[src/rtl/dmem_lsu_pkg.sv]
// Shared size/state encodings and store-lane helpers for the data-memory load/store unit.
package dmem_lsu_pkg;

  localparam logic [1:0] SZ_BYTE = 2'b00;
  localparam logic [1:0] SZ_HALF = 2'b01;
  localparam logic [1:0] SZ_WORD = 2'b10;

  typedef enum logic [1:0] {
    ST_IDLE   = 2'd0,
    ST_ACCESS = 2'd1,
    ST_RDATA  = 2'd2
  } lsu_state_e;

  function automatic logic [3:0] byte_strobe(input logic [1:0] size, input logic [1:0] off);
    logic [3:0] s;
    case (size)
      SZ_BYTE: s = 4'b0001 << off;
      SZ_HALF: s = off[1] ? 4'b1100 : 4'b0011;
      default: s = 4'b1111;
    endcase
    return s;
  endfunction

  function automatic logic [31:0] lane_replicate(input logic [1:0] size, input logic [31:0] wdata);
    logic [31:0] d;
    case (size)
      SZ_BYTE: d = {4{wdata[7:0]}};
      SZ_HALF: d = {2{wdata[15:0]}};
      default: d = wdata;
    endcase
    return d;
  endfunction

  // Reserved size 2'b11 counts as misaligned so the trap build rejects it.
  function automatic logic is_misaligned(input logic [1:0] size, input logic [1:0] off);
    logic m;
    case (size)
      SZ_BYTE: m = 1'b0;
      SZ_HALF: m = off[0];
      SZ_WORD: m = (off != 2'b00);
      default: m = 1'b1;
    endcase
    return m;
  endfunction

endpackage

[src/rtl/dmem_lsu_if.sv]
// Pipeline request/response and RAM port-B signals of the load/store unit.
interface dmem_lsu_if #(
  parameter int AW = 11
);
  logic          req_valid;
  logic          req_ready;
  logic          req_we;
  logic [31:0]   req_addr;
  logic [1:0]    req_size;
  logic          req_unsigned;
  logic [31:0]   req_wdata;
  logic          rsp_valid;
  logic [31:0]   rsp_rdata;
  logic          rsp_err;
  logic [AW-1:0] ram_addrb;
  logic [31:0]   ram_dinb;
  logic          ram_web;
  logic [3:0]    ram_wemb;
  logic          ram_enb;
  logic [31:0]   ram_doutb;

  modport slave (
    input  req_valid, req_we, req_addr, req_size, req_unsigned, req_wdata, ram_doutb,
    output req_ready, rsp_valid, rsp_rdata, rsp_err,
    output ram_addrb, ram_dinb, ram_web, ram_wemb, ram_enb
  );

  modport master (
    output req_valid, req_we, req_addr, req_size, req_unsigned, req_wdata, ram_doutb,
    input  req_ready, rsp_valid, rsp_rdata, rsp_err,
    input  ram_addrb, ram_dinb, ram_web, ram_wemb, ram_enb
  );
endinterface

[src/rtl/dmem_load_fmt.sv]
// Load formatter: lane select plus sign/zero extension of a RAM read word.
// Purely combinational; no handshake, no backpressure.
module dmem_load_fmt
  import dmem_lsu_pkg::*;
(
  input  logic [31:0] word,
  input  logic [1:0]  addr,
  input  logic [1:0]  size,
  input  logic        uns,
  output logic [31:0] data
);
  logic [7:0]  lane_b;
  logic [15:0] lane_h;

  always_comb begin
    lane_b = word[{addr, 3'b000} +: 8];
    lane_h = addr[1] ? word[31:16] : word[15:0];
    case (size)
      SZ_BYTE: data = {{24{lane_b[7] & ~uns}}, lane_b};
      SZ_HALF: data = {{16{lane_h[15] & ~uns}}, lane_h};
      default: data = word;
    endcase
  end
endmodule

[src/rtl/dmem_lsu.sv]
// Load/store unit for RAM port B; store response at T+2, load at T+3, no response backpressure.
// `define MISALIGN_TRAP_EN rejects misaligned/reserved-size requests with rsp_err at T+1 instead of force-aligning.
module dmem_lsu
  import dmem_lsu_pkg::*;
#(
  parameter int RAM_DEPTH = 2048,
  parameter int RAM_AW    = 11
) (
  input logic       clk,
  input logic       rst,
  dmem_lsu_if.slave bus
);
  localparam logic [RAM_AW-1:0] WORD_MASK = RAM_AW'(RAM_DEPTH - 1);

  lsu_state_e        state_q, state_d;
  logic [1:0]        addr_q, addr_d;
  logic [1:0]        size_q, size_d;
  logic              uns_q, uns_d;
  logic              we_q, we_d;
  logic              ready_q, ready_d;
  logic              rsp_valid_q, rsp_valid_d;
  logic              rsp_err_q, rsp_err_d;
  logic [31:0]       rsp_rdata_q, rsp_rdata_d;
  logic [RAM_AW-1:0] addrb_q, addrb_d;
  logic [31:0]       dinb_q, dinb_d;
  logic              web_q, web_d;
  logic [3:0]        wemb_q, wemb_d;
  logic              enb_q, enb_d;
  logic [31:0]       load_data;
  logic              unused_addr_hi;

  // Upper address bits are ignored so accesses wrap modulo the RAM size.
  assign unused_addr_hi = ^bus.req_addr[31:RAM_AW+2];

  dmem_load_fmt u_fmt (
    .word (bus.ram_doutb),
    .addr (addr_q),
    .size (size_q),
    .uns  (uns_q),
    .data (load_data)
  );

  always_comb begin
    state_d     = state_q;
    addr_d      = addr_q;
    size_d      = size_q;
    uns_d       = uns_q;
    we_d        = we_q;
    rsp_valid_d = 1'b0;
    rsp_err_d   = 1'b0;
    rsp_rdata_d = 32'h0;
    addrb_d     = addrb_q;
    dinb_d      = dinb_q;
    web_d       = 1'b0;
    wemb_d      = 4'b0000;
    enb_d       = 1'b0;
    case (state_q)
      ST_IDLE: begin
        if (bus.req_valid && ready_q) begin
          addr_d = bus.req_addr[1:0];
          size_d = bus.req_size;
          uns_d  = bus.req_unsigned;
          we_d   = bus.req_we;
`ifdef MISALIGN_TRAP_EN
          if (is_misaligned(bus.req_size, bus.req_addr[1:0])) begin
            rsp_valid_d = 1'b1;
            rsp_err_d   = 1'b1;
          end else begin
`else
          begin
`endif
            state_d = ST_ACCESS;
            addrb_d = bus.req_addr[RAM_AW+1:2] & WORD_MASK;
            dinb_d  = lane_replicate(bus.req_size, bus.req_wdata);
            web_d   = bus.req_we;
            wemb_d  = bus.req_we ? byte_strobe(bus.req_size, bus.req_addr[1:0]) : 4'b0000;
            enb_d   = 1'b1;
          end
        end
      end
      ST_ACCESS: begin
        if (we_q) begin
          state_d     = ST_IDLE;
          rsp_valid_d = 1'b1;
        end else begin
          state_d = ST_RDATA;
        end
      end
      ST_RDATA: begin
        rsp_valid_d = 1'b1;
        rsp_rdata_d = load_data;
        state_d     = ST_IDLE;
      end
      default: state_d = ST_IDLE;
    endcase
    ready_d = (state_d == ST_IDLE);
  end

  always_ff @(posedge clk) begin
    if (rst) begin
      state_q     <= ST_IDLE;
      addr_q      <= 2'b00;
      size_q      <= 2'b00;
      uns_q       <= 1'b0;
      we_q        <= 1'b0;
      ready_q     <= 1'b0;
      rsp_valid_q <= 1'b0;
      rsp_err_q   <= 1'b0;
      rsp_rdata_q <= 32'h0;
      addrb_q     <= '0;
      dinb_q      <= 32'h0;
      web_q       <= 1'b0;
      wemb_q      <= 4'b0000;
      enb_q       <= 1'b0;
    end else begin
      state_q     <= state_d;
      addr_q      <= addr_d;
      size_q      <= size_d;
      uns_q       <= uns_d;
      we_q        <= we_d;
      ready_q     <= ready_d;
      rsp_valid_q <= rsp_valid_d;
      rsp_err_q   <= rsp_err_d;
      rsp_rdata_q <= rsp_rdata_d;
      addrb_q     <= addrb_d;
      dinb_q      <= dinb_d;
      web_q       <= web_d;
      wemb_q      <= wemb_d;
      enb_q       <= enb_d;
    end
  end

  assign bus.req_ready = ready_q;
  assign bus.rsp_valid = rsp_valid_q;
  assign bus.rsp_rdata = rsp_rdata_q;
  assign bus.rsp_err   = rsp_err_q;
  assign bus.ram_addrb = addrb_q;
  assign bus.ram_dinb  = dinb_q;
  assign bus.ram_web   = web_q;
  assign bus.ram_wemb  = wemb_q;
  assign bus.ram_enb   = enb_q;
endmodule

[src/flat_wrapper.sv]
// flat-port wrapper written by rule: the top's interface ports become plain ports
module dmem_lsu_flat import dmem_lsu_pkg::*;
#(
  parameter int RAM_DEPTH = 2048,
  parameter int RAM_AW    = 11
)
  (clk, rst, bus_req_valid, bus_req_we, bus_req_addr, bus_req_size, bus_req_unsigned, bus_req_wdata, bus_ram_doutb, bus_req_ready, bus_rsp_valid, bus_rsp_rdata, bus_rsp_err, bus_ram_addrb, bus_ram_dinb, bus_ram_web, bus_ram_wemb, bus_ram_enb);
  dmem_lsu_if bus_i ();
  input logic clk;
  input logic rst;
  input wire logic [$bits(bus_i.req_valid)-1:0] bus_req_valid;
  input wire logic [$bits(bus_i.req_we)-1:0] bus_req_we;
  input wire logic [$bits(bus_i.req_addr)-1:0] bus_req_addr;
  input wire logic [$bits(bus_i.req_size)-1:0] bus_req_size;
  input wire logic [$bits(bus_i.req_unsigned)-1:0] bus_req_unsigned;
  input wire logic [$bits(bus_i.req_wdata)-1:0] bus_req_wdata;
  input wire logic [$bits(bus_i.ram_doutb)-1:0] bus_ram_doutb;
  output wire logic [$bits(bus_i.req_ready)-1:0] bus_req_ready;
  output wire logic [$bits(bus_i.rsp_valid)-1:0] bus_rsp_valid;
  output wire logic [$bits(bus_i.rsp_rdata)-1:0] bus_rsp_rdata;
  output wire logic [$bits(bus_i.rsp_err)-1:0] bus_rsp_err;
  output wire logic [$bits(bus_i.ram_addrb)-1:0] bus_ram_addrb;
  output wire logic [$bits(bus_i.ram_dinb)-1:0] bus_ram_dinb;
  output wire logic [$bits(bus_i.ram_web)-1:0] bus_ram_web;
  output wire logic [$bits(bus_i.ram_wemb)-1:0] bus_ram_wemb;
  output wire logic [$bits(bus_i.ram_enb)-1:0] bus_ram_enb;
  assign bus_i.req_valid = bus_req_valid;
  assign bus_i.req_we = bus_req_we;
  assign bus_i.req_addr = bus_req_addr;
  assign bus_i.req_size = bus_req_size;
  assign bus_i.req_unsigned = bus_req_unsigned;
  assign bus_i.req_wdata = bus_req_wdata;
  assign bus_i.ram_doutb = bus_ram_doutb;
  assign bus_req_ready = bus_i.req_ready;
  assign bus_rsp_valid = bus_i.rsp_valid;
  assign bus_rsp_rdata = bus_i.rsp_rdata;
  assign bus_rsp_err = bus_i.rsp_err;
  assign bus_ram_addrb = bus_i.ram_addrb;
  assign bus_ram_dinb = bus_i.ram_dinb;
  assign bus_ram_web = bus_i.ram_web;
  assign bus_ram_wemb = bus_i.ram_wemb;
  assign bus_ram_enb = bus_i.ram_enb;
  dmem_lsu #(.RAM_DEPTH(RAM_DEPTH), .RAM_AW(RAM_AW)) u_core (.clk(clk), .rst(rst), .bus(bus_i));
endmodule
[config.mk]
export PLATFORM = sky130hd
export DESIGN_NAME = dmem_lsu_flat
export DESIGN_NICKNAME = d
export VERILOG_FILES = /design/src/rtl/dmem_lsu_pkg.sv /design/src/rtl/dmem_lsu_if.sv /design/src/rtl/dmem_load_fmt.sv /design/src/rtl/dmem_lsu.sv /design/src/flat_wrapper.sv
export SDC_FILE = /design/constraint.sdc
export NUM_CORES = 1
export LEC_CHECK = 0
export ABC_AREA = 1
export CORE_UTILIZATION = 44
export CTS_CLUSTER_DIAMETER = 80
export DETAILED_ROUTE_END_ITERATION = 10
export HOLD_SLACK_MARGIN = 0.06
export PLACE_DENSITY = 0.91
export SLEW_MARGIN = 20
export SYNTH_ARGS = -nofsm -noshare
export SYNTH_HDL_FRONTEND = slang
export SYNTH_SLANG_ARGS = --single-unit
export TNS_END_PERCENT = 1
[constraint.sdc]
create_clock -name clk -period 3.57 [get_ports clk]
set_clock_uncertainty 0.2 [all_clocks]
set_input_delay 0.5355 -clock clk [delete_from_list [all_inputs] [get_ports clk]]
set_output_delay 0.5355 -clock clk [all_outputs]
set_load 0.02 [all_outputs]
[Word-level counts from Yosys, hierarchy flattened]
Index checks and enable logic that the tools add are counted.
Storage, ports and cells
  register bits: 91
  input bits: 103
  word-level logic and storage cells: 47
Operators by class
  eq/ne operators: 4
  shift-type cells: 2
  mux-type cells: 11
  bitwise logic cells: 7
  reduce and logical (&&, ||, !) cells: 10
Operator list (count)
  32-bit case mux with 2 select lines: 2
  32-bit by 6-bit indexed part select with 8-bit output: 1
  16-bit two-way mux: 1
  2-bit logical NOT: 4
  4-bit case mux with 2 select lines: 1
  2-bit by 1-bit equality test with 1-bit output (second input constant): 3
  1-bit NOT: 5
  2-bit two-way mux: 2
  4-bit two-way mux: 1
  2-bit case mux with 2 select lines: 1
  2-bit OR reduction: 2
  4-bit OR reduction: 1
  1-bit by 2-bit << shifter with 4-bit output (first input constant): 1
  3-bit OR reduction: 1
  1-bit AND: 2
  2-bit equality test (second input constant): 1
  1-bit two-way mux: 2
  1-bit case mux with 2 select lines: 1
  2-bit AND reduction: 1
  1-bit logical AND: 1

[Depth between registers and ports, before layout]
Gate-level depths: netlist of the first run.
  depth after elaboration: 4
  gate-level depth with buffers: 11
  gate-level depth less buffers: 10

[By module]
From an unflattened synthesis of the first run, not the netlist that was laid out.
Second synthesis, totals
  cell total of the unflattened synthesis: 588
  area, all modules: 4265.3 um2
By module, submodules not included
  dmem_lsu: instances 1, cells each 434, area an instance 3344.5 um2, seq. area each 1821.7 um2
  dmem_load_fmt: instances 1, cells each 154, area an instance 920.9 um2, seq. area each 0.0 um2

[Least setup slack after synthesis of the first run]
No wires, ideal clock.
  path kind: register -> register
  start point: register u_core.state_q[0]
  end point: register u_core.size_q[0]
  data arrival time: 1.195 ns
  data required time: 3.250 ns
  path slack: 2.054 ns
  stages on the path, launching flop included: 9
  buffers on the path: 2
  clock period less this slack: 1.516 ns
  cell sequence: dfxtp_1 -> inv_1 -> ha_1 -> inv_2 -> nor2_4 -> buf_4 -> buf_4 -> o21ai_0 -> a21oi_1
Between the ends
  longest elaborated chain between the ends: 2
RTL lines
  from (decl): RTL line dmem_lsu.sv:15  | lsu_state_e state_q, state_d;
  from (signal assigned): RTL line dmem_lsu.sv:116  | state_q <= state_d;
  2-bit logical NOT: RTL line dmem_lsu.sv:57  | case (state_q)
  2-bit AND reduction (no line)
  to (signal assigned): RTL line dmem_lsu.sv:118  | size_q <= size_d;
  to (decl): RTL line dmem_lsu.sv:17  | logic [1:0] size_q, size_d;
Every way passes these cells.
A chain may end at the register's enable or synchronous reset.

[Worst setup path in the final report of the first run]
  start point: input port rst
  end point: register u_core.wemb_q[0] (netlist: u_core.bus.ram_wemb[0])
Between the ends
  longest elaborated chain between the ends: 1
RTL lines
  from (decl): RTL line flat_wrapper.sv:10  | input logic rst;
  4-bit OR reduction (no line)
  to (signal assigned): RTL line dmem_lsu.sv:128  | wemb_q <= wemb_d;
  to (decl): RTL line dmem_lsu.sv:27  | logic [3:0] wemb_q, wemb_d;
Every way passes these cells.

==> summary.md, run 1 <==
| Metric | Value |
|---|---|
| Status | finished, final reports clean |
| Post-synthesis cell area | 3860 µm² |
| Compound-cell area share of the yosys netlist | approximately 20% |
| Vias | about 4.2k |
| Max stage delay on crit path | 860 ps |
| CP Data Required Time | 3640 ps |
| Register area share after synthesis | a little under half |
| Largest area contributor in the netlist | dfxtp_1 |
| Prevailing post-synth register cell | dfxtp_1 |
| Post-DR vias/cell | approximately 5.4 |
| Area growth syn-to-layout | 47.3% |
| P_leak | between 2 and 2.5 nW |
| Final WL | 12.2 mm |
| Buffers & Inverters on Critical Path | 5 |
| Post-synth EDFFs | 0 |
| Die Height | about 96 µm |
| Die Wd | ~96 µm |
| Critical path endpoint category | flip-flop |
| CP arrival | around 2200 ps |
| N_diodes | 0 |
| Starting Density | a little under half |
| Crit Path Category | in2reg |
| RSZ-0062 raised after global routing | no |
| Slew @ Worst Pin | about 690 ps |
| Largest delay share family, worst path | buffers and inverters |
| Fmax | 461 MHz |
| Final cell count without fillers | 776 |
| Post-CTS Setup Bufs | 0 |
| Setup tns final | 0 ps |
| Share of layout cells above drive strength 1 | 7.90% |
| Core area | approximately 8300 µm² |
| CTS buffer count | 9 |
| Largest family of logic cells by synthesized area | simple AND/OR/NAND/NOR gates |
| Final Setup Violations | 0 |
| Yosys top cell area share | between 40% and 50% |
| DR DRC count | 0 |
| Fin. max-slew vios | 0 |
| Site row count | 33 |
| YS warnings | 0 |
| Post-Synth XOR/XNOR Area | 0% |
| Routed len/inst | roughly 16 µm |
| #FFs+latches synth | between 90 and 100 |
| PostCTS Resize Cnt | 0 |
| Root buffer cell | clkbuf_8 |
| Fin Hold WS | between 200 and 300 ps |
| Hold buffers post-CTS | 0 |
| Slowest cell on crit path | clkdlybuf4s50_1 |
| Top cell by count, worst path | inv_2 |
| Clk sinks | 91 |
| Syn_area_per_cell | 7.49 µm² |
| Crit-path cells | clkdlybuf4s50_1, inv_2, nand2_1, inv_2, nand2_2, inv_2, nand2_1, inv_1 |
| Post-synthesis mux area share | 0% |
| GPL Wtd Cong | 0.943 |
| Clk Latency, worst-skew pair | ~350 ps |
| Placed Cells | 760 |
| Hold WC Path Type | reg2reg |
| Clk slew on worst S/H paths | around 100 ps |
| Vias in the first global route | roughly 4k |
| TritonRoute pass-1 iters | 5 |
| Count of different cell masters after synthesis | 30 |
| Final min period | ~2200 ps |
| Post-Synth Simple-Gate Area | 22.7% |
| Total gr overflow | 0 |
| P per Cell Area | between 400 and 500 nW/µm² |
| Commonest cells post-synth | nand2_1 (143), dfxtp_1 (91), a21oi_1 (64) |
| # Max-Cap Violations | 0 |
| Slew margin rel. | 53.9% |
| Final Hold Fails | 0 |
| Htree depth | 3 |
| Maximum clock path buffer count | 2 |
| Fin crit share | around three fifths |
| Asr flop ratio synth | 0% |
| VDD IR-drop max | between 0.2 and 0.3 mV |
| Port bufs | 166 |
| Startpoint types | input pin |
| Mapped Nets | just over 600 |
| Largest net degree at the start of global routing | 36 |
| Util after Layout | 68.1% |
| Total track usage | between 20% and 30% |
| DP Wirelength | between 8 and 9 mm |
| Initial antenna violation count | 0 |
| Routed Antenna Nets | 0 |
| Max Fanout on Critical Path | 28 |
| Adder-Cell Fraction of Synth Area | less than 1% |
| Synth area leaders | dfxtp_1 (47%), nand2_1 (14%), a21oi_1 (8.3%) |
| DR iter-0 viols | between 150 and 200 |
| First-pass GRT wire length | ~19 mm |
| Fin nets | slightly below 800 |
| Die area | 9150 µm² |
| Synthesized instance count | a little over 500 |
| IO Pins | around 190 |
| Most frequent cell after synthesis | nand2_1 |
| CTS tree | built |
[stage by stage]
step | area (µm²) | worst slack (ps) | total power [W]
final | 5680 | 1400 | 0.00259
after global routing | 5680 | 1340 | 0.00272
after CTS | 5680 | 1420 | 0.00259
after detailed placement | 5510 | 1000 | 0.00196
after global placement | 5510 | 1030 | 0.00193
after floorplan | 3860 | 2050 | 0.00164
[tightest hold or removal path: stages, from the launching register on]
cell and delay, ps:
dfxtp_1 320, nand2_1 60, a21oi_1 50
[cell usage in the layout (no fill, tap or decap), types with 2 or more instances in the layout]
master and instances:
clkdlybuf4s50_1 166, nand2_1 143, inv_1 27, buf_4 5, clkbuf_8 9, nand3_1 24
inv_6 2, ha_1 3, o21ai_0 35, a21oi_2 9, a21oi_1 64, nand2_2 4
a21oi_4 2, clkinv_2 2, o211ai_1 7, dfxtp_1 91, a31oi_1 8, nand2_4 2
nor2_1 35, clkinv_4 3, inv_2 9, nor2_4 2, o21ai_1 11
[registers in the layout, indices dropped and copies added (netlist names)]
register,flops
u_core.bus.rsp_valid,1
u_core.bus.ram_web,1
u_core.uns_q,1
u_core.we_q,1
u_core.bus.ram_enb,1
u_core.bus.req_ready,1
u_core.bus.rsp_rdata,32
u_core.bus.ram_addrb,11
u_core.bus.ram_wemb,4
u_core.bus.ram_dinb,32
u_core.state_q,2
u_core.addr_q,2
u_core.size_q,2
[power breakdown]
group / switching (W) / internal, W
combinational: 0.000452 / 0.000331
clock: 0.000384 / 0.000257
sequential: 0.0000590 / 0.00110
[final timing paths]
kind	slack [ps]	to	startpoint	cells after the start
setup / recovery	1400	u_core.bus.ram_wemb[0]$_SDFF_PP0_	rst	8
hold / removal	270	u_core.bus.ram_dinb[3]$_SDFFE_PP0P_	u_core.bus.ram_dinb[3]$_SDFFE_PP0P_	2
setup reg to reg	1520	u_core.bus.ram_dinb[25]$_SDFFE_PP0P_	u_core.state_q[0]$_SDFF_PP0_	7
hold reg to reg	270	u_core.bus.ram_dinb[3]$_SDFFE_PP0P_	u_core.bus.ram_dinb[3]$_SDFFE_PP0P_	2
[cell families (layout without fill, tap and decap cells)]
group           count (synthesis)  count (layout)
flops                          91              91
compound gates                139             139
buf+inv                        69             225
simple gates                  212             212
other cells                     1               1
fa+ha+maj                       3               3
[layer usage]
metal / wire (µm) / global-route usage, % / vias up
met2: 6160 / 49.9 / 243
met5: 0 / 0 / -
met4: 255 / 9.83 / 0
li1: - / - / 1981
met3: 1380 / 9.09 / 24
met1: 4380 / 29.4 / 1945
[layout make-up]
type	instances	area (µm²)
Inverter	38	150
Tap cell	105	131
Sequential cell	91	1820
Clock buffer	9	124
Multi-Input combinational cell	355	1700
Timing Repair Buffer	171	1700
Clock inverter	7	52.6
Fill cell	679	2660
Note: power is estimated with default switching activity, not from simulation.
==> run 2, diff against run 1 <==
- CORE_UTILIZATION: 44 -> 41
- PLACE_DENSITY: 0.91 -> 0.86
- clock period: 3.57 -> 2.1 ns (I/O delays scaled with it)
==> summary.md, run 2 (synthesis gave the netlist of run 1 again) <==
| Metric | Value |
|---|---|
| Status | complete, but fails checks |
| Violated checks | design-rule violations |
| Setup tns final | 0 ps (unchanged) |
| Site row count | 35 (+6.1%) |
| Sw Ratio | 33.5% (-1.1 points) |
| R2r setup slk | 190 ps (-1330 ps) |
| Final min period | ~1900 ps |
| N_diodes | 0 (unchanged) |
| Crit Path Category | reg2reg |
| Critical path endpoint | u_core.bus.ram_dinb[31]$_SDFFE_PP0P_ |
| Total gr overflow | 0 (unchanged) |
| # Max-Cap Violations | 0 (unchanged) |
| Post-CTS Setup Bufs | 0 (unchanged) |
| Most common cell after layout, fill and taps aside | clkdlybuf4s50_1 |
| Die Height | 99.0 µm (+3.5%) |
| Max Fanout on Critical Path | 35 (+25%) |
| FF-to-FF End | u_core.bus.ram_dinb[31]$_SDFFE_PP0P_ |
| RSZ-0062 raised after global routing | no |
| CTS buffer count | 9 (unchanged) |
| VDD IR-drop max | 0.428 mV (+65%) |
| Placed Cells | 770 (+1.3%) |
| Post-DR vias/cell | 5.25 (-2.8%) |
| GPL Wtd Cong | 0.871 (-7.7%) |
| Layout fillers | 772 (+14%) |
| DR iter-0 viols | 184 (-2.1%) |
| Critical path endpoint category | flip-flop |
| Most frequent cells in the layout | clkdlybuf4s50_1 (166), nand2_1 (143), dfxtp_1 (91) |
| Routed len/inst | 15.2 µm (-3.1%) |
| Core area | 9200 µm² (+10%) |
| IO Pins | 187 (unchanged) |
| CP Data Required Time | 2190 ps (-1450 ps) |
| CTS tree | built |
| Fin. max-slew vios | 0 (unchanged) |
| Clock power share | 27.7% (+2.9 points) |
| Clk Latency, worst-skew pair | 350 ps (about the same) |
| Starting Density | 41.9% (-4.3 points) |
| TritonRoute pass-1 iters | 10 (+5) |
| Total track usage | 24.4% (-3.0 points) |
| First-pass GRT wire length | 18.9 mm (-1.8%) |
| Die Wd | 99.0 µm (+3.5%) |
| Startpoint types | flip-flop |
| Slew margin rel. | 58.1% (+4.2 points) |
| Vias in the first global route | 3966 (-2.9%) |
| Register share of total power | 42.7% (-2.3 points) |
| P per Cell Area | 798 nW/µm² (+75%) |
| Pre-CTS WS | 88.6 ps (-913 ps) |
| Port bufs | 166 (unchanged) |
| Hold buffers post-CTS | 0 (unchanged) |
| Fin crit share | about nine tenths |
| Final cell count without fillers | 786 (+1.3%) |
| Worst r2r path cells | 7 (unchanged) |
| Fmax | between 500 and 600 MHz |
| Pint | 0.00306 W (+81%) |
| Maximum clock path buffer count | 2 (unchanged) |
| FF-to-FF Start | u_core.state_q[0]$_SDFF_PP0_ |
| Slew @ Worst Pin | 628 ps (-62.8 ps) |
| DP Wirelength | 8.47 mm (-4.2%) |
| Clk slew on worst S/H paths | 100 ps (about the same) |
| Util after Layout | 62.8% (-5.4 points) |
| P_sw | 0.00154 W (+73%) |
| Final Setup Violations | 0 (unchanged) |
| Area growth syn-to-layout | 49.6% |
| PostCTS Resize Cnt | 0 (unchanged) |
| Final worst slack | 190 ps (-1210 ps) |
| Share of layout cells above drive strength 1 | 8.44% (+0.55 points) |
| Htree depth | 3 (unchanged) |
| Die area | 9800 µm² (+7.2%) |
| Part of the power in combinational logic | 29.6% (-0.6 points) |
| Hold WC Path Type | reg2reg |
| Final WL | 12.0 mm (-1.9%) |
| Largest net degree at the start of global routing | 55 (+53%) |
| Crit path launch | u_core.state_q[0]$_SDFF_PP0_ |
| DR DRC count | 1 (+1) |
| CP arrival | 2000 ps (-230 ps) |
| P_leak | 2.35 nW (+1.8%) |
| Clk sinks | 91 (unchanged) |
| Initial antenna violation count | 0 (unchanged) |
| Root buffer cell | clkbuf_8 |
| Fin nets | 776 (+0.52%) |
| Final Hold Fails | 0 (unchanged) |
| Vias | 4129 (-1.5%) |
| Routed Antenna Nets | 0 (unchanged) |
[run 2: cell count changes in the layout (fill, tap and decap cells not counted), sizes merged]
cell | before | now
clkinv | 5 | 0
buf | 5 | 9
inv | 39 | 42
bufinv | 0 | 1
clkbuf | 9 | 10
[run 2: worst max-delay path, cell delays in order, from the launching register on]
cell and delay, ps:
dfxtp_1 380, inv_1 70, ha_1 240, inv_2 80, nor2_4 50, inv_2 470, nand2_1 140, a31oi_1 200
[run 2: layout make-up]
type                    count  area, µm²  share of cell area (%)
repair buffers            175       1740                    30.2
clock inverters             6       77.6                    1.34
clock buffers              10        138                    2.38
inverters                  38        150                    2.60
flip-flops and latches     91       1820                    31.6
well taps                 111        139                    2.41
multi-input cells         355       1700                    29.5
[run 2: per-stage QoR]
stage | area [µm²] | hold WS [ps] | total power (W)
detailed placement | 5560 | 260 | 0.00335
floorplan | 3860 | 250 | 0.00279
CTS | 5770 | 272 | 0.00462
global route | 5770 | 291 | 0.00483
finish | 5770 | 271 | 0.00461
global placement | 5560 | 253 | 0.00331
[run 2: worst min path at each step]
stage / depth (start not counted) / endpoint / start / slack (ps)
3_5_place_dp: 2 / u_core.bus.ram_dinb[0]$_SDFFE_PP0P_ / u_core.bus.ram_dinb[0]$_SDFFE_PP0P_ / 260
3_3_place_gp: 2 / u_core.bus.ram_dinb[2]$_SDFFE_PP0P_ / u_core.bus.ram_dinb[2]$_SDFFE_PP0P_ / 250
6_report: 2 / u_core.bus.ram_dinb[0]$_SDFFE_PP0P_ / u_core.bus.ram_dinb[0]$_SDFFE_PP0P_ / 270
5_1_grt: 2 / u_core.bus.ram_dinb[0]$_SDFFE_PP0P_ / u_core.bus.ram_dinb[0]$_SDFFE_PP0P_ / 290
2_1_floorplan: 2 / u_core.bus.ram_addrb[0]$_SDFFE_PP0P_ / bus_req_addr[2] / 250
4_1_cts: 2 / u_core.bus.ram_dinb[0]$_SDFFE_PP0P_ / u_core.bus.ram_dinb[0]$_SDFFE_PP0P_ / 270
[run 2: power by group through the flow]
stage	Combinational (W)	Sequential (W)	Clock, W
3_5_place_dp	0.00134	0.00200	0
2_1_floorplan	0.000637	0.00215	0
5_1_grt	0.00147	0.00198	0.00138
6_report	0.00136	0.00197	0.00128
3_3_place_gp	0.00131	0.00200	0
4_1_cts	0.00136	0.00197	0.00130
[run 2: per-layer routing]
layer | part of all wire [%] | up-vias | global-route usage (%)
met5 | 0 | - | 0
met4 | 2.1 | 0 | 8.38
met3 | 9.4 | 24 | 5.53
met2 | 49 | 225 | 43.4
met1 | 39 | 1895 | 28.8
li1 | - | 1985 | -
==> run 3, diff against run 2 <==
- ABC_AREA: 1 -> default
- PLACE_DENSITY: 0.86 -> 0.85
==> summary.md, run 3 <==
| Metric | Value |
|---|---|
| Pre-CTS WS | 78.6 ps (-9.99 ps) |
| Yosys top cell area share | 46.1% (-1.1 points) |
| Register area share after synthesis | 46.1% (-1.1 points) |
| Most frequent cell after synthesis | dfxtp_1 |
| RSZ-0062 raised after global routing | no |
| Max stage delay on crit path | 420 ps (-50 ps) |
| Slew @ Worst Pin | 566 ps (-62.1 ps) |
| Placed Cells | 718 (-6.8%) |
| Sw Ratio | 29.9% (-3.6 points) |
| Vias in the first global route | 3823 (-3.6%) |
| Startpoint types | flip-flop |
| CTS tree | built |
| DR DRC count | 0 (-1) |
| Grt met2 use | 40.9% (-2.5 points) |
| Share of layout cells above drive strength 1 | 10.8% (+2.3 points) |
| Prevailing post-synth register cell | dfxtp_1 |
| Count of different cell masters after synthesis | 45 (+50%) |
| CP arrival | 1950 ps (-50 ps) |
| Register share of total power | 43.2% (+0.5 points) |
| Clk slew on worst S/H paths | 90 ps (about the same) |
| Most frequent cells in the layout | clkdlybuf4s50_1 (165), dfxtp_1 (91), nand2_1 (78) |
| Area growth syn-to-layout | 50.6% |
| Routed Antenna Nets | 0 (unchanged) |
| Setup tns final | 0 ps (unchanged) |
| VDD IR-drop max | 0.442 mV (+3.4%) |
| Commonest cells post-synth | dfxtp_1 (91), nand2_1 (78), a21oi_1 (40) |
| Layer with the highest usage | met2 |
| Met3 Use GR | 8.91% (+3.4 points) |
| First-pass GRT wire length | 18.6 mm (-1.7%) |
| Largest area contributor in the netlist | dfxtp_1 |
| Syn_area_per_cell | 8.95 µm² (+20%) |
| CP Data Required Time | 2170 ps (-20 ps) |
| Multi-input combinational cell area | 1840 µm² (+7.9%) |
| Final worst slack | 222 ps (+32.6 ps) |
| Pint | 0.00316 W (+3.0%) |
| Largest net degree at the start of global routing | 56 (+1.8%) |
| Fin crit share | 89.4% (-1.6 points) |
| GPL Wtd Cong | 0.908 (+4.3%) |
| Most common cell after layout, fill and taps aside | clkdlybuf4s50_1 |
| Clock power share | 29.6% (+1.9 points) |
| Final min period | 1880 ps (-32.6 ps) |
| Post-synth EDFFs | 0 (unchanged) |
| Crit-path cells | inv_1, ha_1, inv_2, nor2_2, o31ai_4, buf_12, a221oi_2 |
| DP Area | 5720 µm² (+2.9%) |
| TritonRoute pass-1 iters | 5 (-5) |
| Htree depth | 3 (unchanged) |
| Synth area leaders | dfxtp_1 (46%), nand2_1 (7.4%), mux2i_1 (6.6%) |
| Clk sinks | 91 (unchanged) |
| Mapped Nets | 547 (-12%) |
| Fin nets | 706 (-9.0%) |
| Post-CTS Setup Bufs | 0 (unchanged) |
| Hold WC Path Type | in2reg |
| Root buffer cell | clkbuf_8 |
| P per Cell Area | 758 nW/µm² (-5.0%) |
| Final Setup Violations | 0 (unchanged) |
| IO Pins | 187 (unchanged) |
| Fmax | 533 MHz (+1.7%) |
| Largest delay share family, worst path | simple AND/OR/NAND/NOR gates |
| # Max-Cap Violations | 0 (unchanged) |
| Final WL | 11.7 mm (-2.6%) |
| Critical path endpoint category | flip-flop |
| Buffers & Inverters on Critical Path | 3 (unchanged) |
| Final cell count without fillers | 733 (-6.7%) |
| Post-route cell area | 5940 µm² (+3.0%) |
| Total gr overflow | 0 (unchanged) |
| Hold buffers post-CTS | 0 (unchanged) |
| Site row count | 35 (unchanged) |
| DR iter-0 viols | 129 (-30%) |
| Port bufs | 166 (unchanged) |
| GRT met1 Usage | 25.7% (-3.1 points) |
| N_diodes | 0 (unchanged) |
| Die Wd | 100 µm (+1.1%) |
| Overall power | 0.00451 W (-2.2%) |
| Layout fillers | 755 (-2.2%) |
| DP Wirelength | 8.63 mm (+1.8%) |
| PostCTS Resize Cnt | 0 (unchanged) |
| Sequential Area | 1820 µm² (unchanged) |
| Max Fanout on Critical Path | 11 (-69%) |
| Die Height | 100 µm (+1.1%) |
| Asr flop ratio synth | 0% (unchanged) |
| Status | finished, final reports clean |
| Synthesized instance count | 441 (-14%) |
| YS warnings | 0 (unchanged) |
| Slew margin rel. | 62.3% (+4.2 points) |
| Clk Latency, worst-skew pair | 360 ps (about the same) |
| Starting Density | 42.5% (+0.57 points) |
| Slowest cell on crit path | nor2_2 |
| Crit Path Category | reg2reg |
| CTS buffer count | 9 (unchanged) |
| Routed len/inst | 15.9 µm (+4.5%) |
| Vias | 3842 (-7.0%) |
| Core area | 9280 µm² (+0.95%) |
| Post-DR vias/cell | 5.24 (-0.22%) |
| Die area | 10000 µm² (+2.3%) |
| Initial antenna violation count | 0 (unchanged) |
| P_leak | 2.20 nW (-6.6%) |
| Part of the power in combinational logic | 27.3% (-2.3 points) |
| Post-synthesis cell area | 3950 µm² (+2.3%) |
| Maximum clock path buffer count | 2 (unchanged) |
| #FFs+latches synth | 91 (unchanged) |
| Fin. max-slew vios | 0 (unchanged) |
| P_sw | 0.00135 W (-13%) |
| Total track usage | 23.8% (-0.61 points) |
| Final Hold Fails | 0 (unchanged) |
==> run 3: changes by cell type in the layout (fill, tap and decap cells not counted), sizes merged, moves of 13 or more <==
cell and delta:
nand2 -69, o21ai -13, mux2i +27, o22ai +16
a21oi -35, inv -25, a221oi +16, nand3 -22
==> run 3: cell type report <==
| class | count | area share (%) |
|---|---|---|
| sequential | 91 | 30.7 |
| clock inverter | 5 | 1.43 |
| tap | 129 | 2.72 |
| timing repair buffer | 182 | 30.9 |
| clock buffer | 10 | 2.32 |
| multi-input combinational | 300 | 30.9 |
| inverter | 16 | 1.01 |
==> run 3: cells by family after synthesis <==
logic type,count (synthesis),synth area share [%]
and+or+nand+nor,135,14.5
AOI/OAI and AO/OA,134,24.1
DFF,91,46.1
buffers and inverters,50,7.32
muxes,27,6.94
adders and majority gates,3,0.951
other,1,0.0950
==> run 3: metrics by stage <==
stage / hold WS, ps / utilization (%)
floorplan: 247 / -
global placement: 243 / 61.6
detailed placement: 248 / 61.6
CTS: 127 / 64.0
global route: 165 / 64.0
finish: 137 / 64.0
==> run 3: routing by layer <==
layer | vias up | routed length (µm)
met5 | - | 0
met4 | 0 | 409
met3 | 34 | 1160
met2 | 177 | 5640
met1 | 1766 | 4450
li1 | 1865 | -
==> run 3: path summary, 6_finish.rpt <==
kind | start | endpoint | slack, ps | cells past startpoint
min reg2reg | u_core.bus.ram_addrb[10]$_SDFFE_PP0P_ | u_core.bus.ram_addrb[10]$_SDFFE_PP0P_ | 260 | 2
max | u_core.state_q[0]$_SDFF_PP0_ | u_core.bus.rsp_rdata[14]$_SDFF_PP0_ | 220 | 7
min | rst | u_core.bus.rsp_rdata[7]$_SDFF_PP0_ | 140 | 3
max reg2reg | u_core.state_q[0]$_SDFF_PP0_ | u_core.bus.rsp_rdata[14]$_SDFF_PP0_ | 220 | 7
==> run 3: power groups by stage <==
stage          logic [W]  registers [W]  clock network, W
2_1_floorplan   0.000517        0.00213                 0
3_3_place_gp     0.00120        0.00198                 0
3_5_place_dp     0.00123        0.00198                 0
4_1_cts          0.00123        0.00195           0.00137
5_1_grt          0.00133        0.00196           0.00145
6_report         0.00123        0.00194           0.00133
==> run 3: worst register-to-register path, stage by stage (launching register included) <==
cell and delay [ps]:
dfxtp_1 330, inv_1 80, ha_1 190, inv_2 50, nor2_2 420, o31ai_4 160, buf_12 180, a221oi_2 180
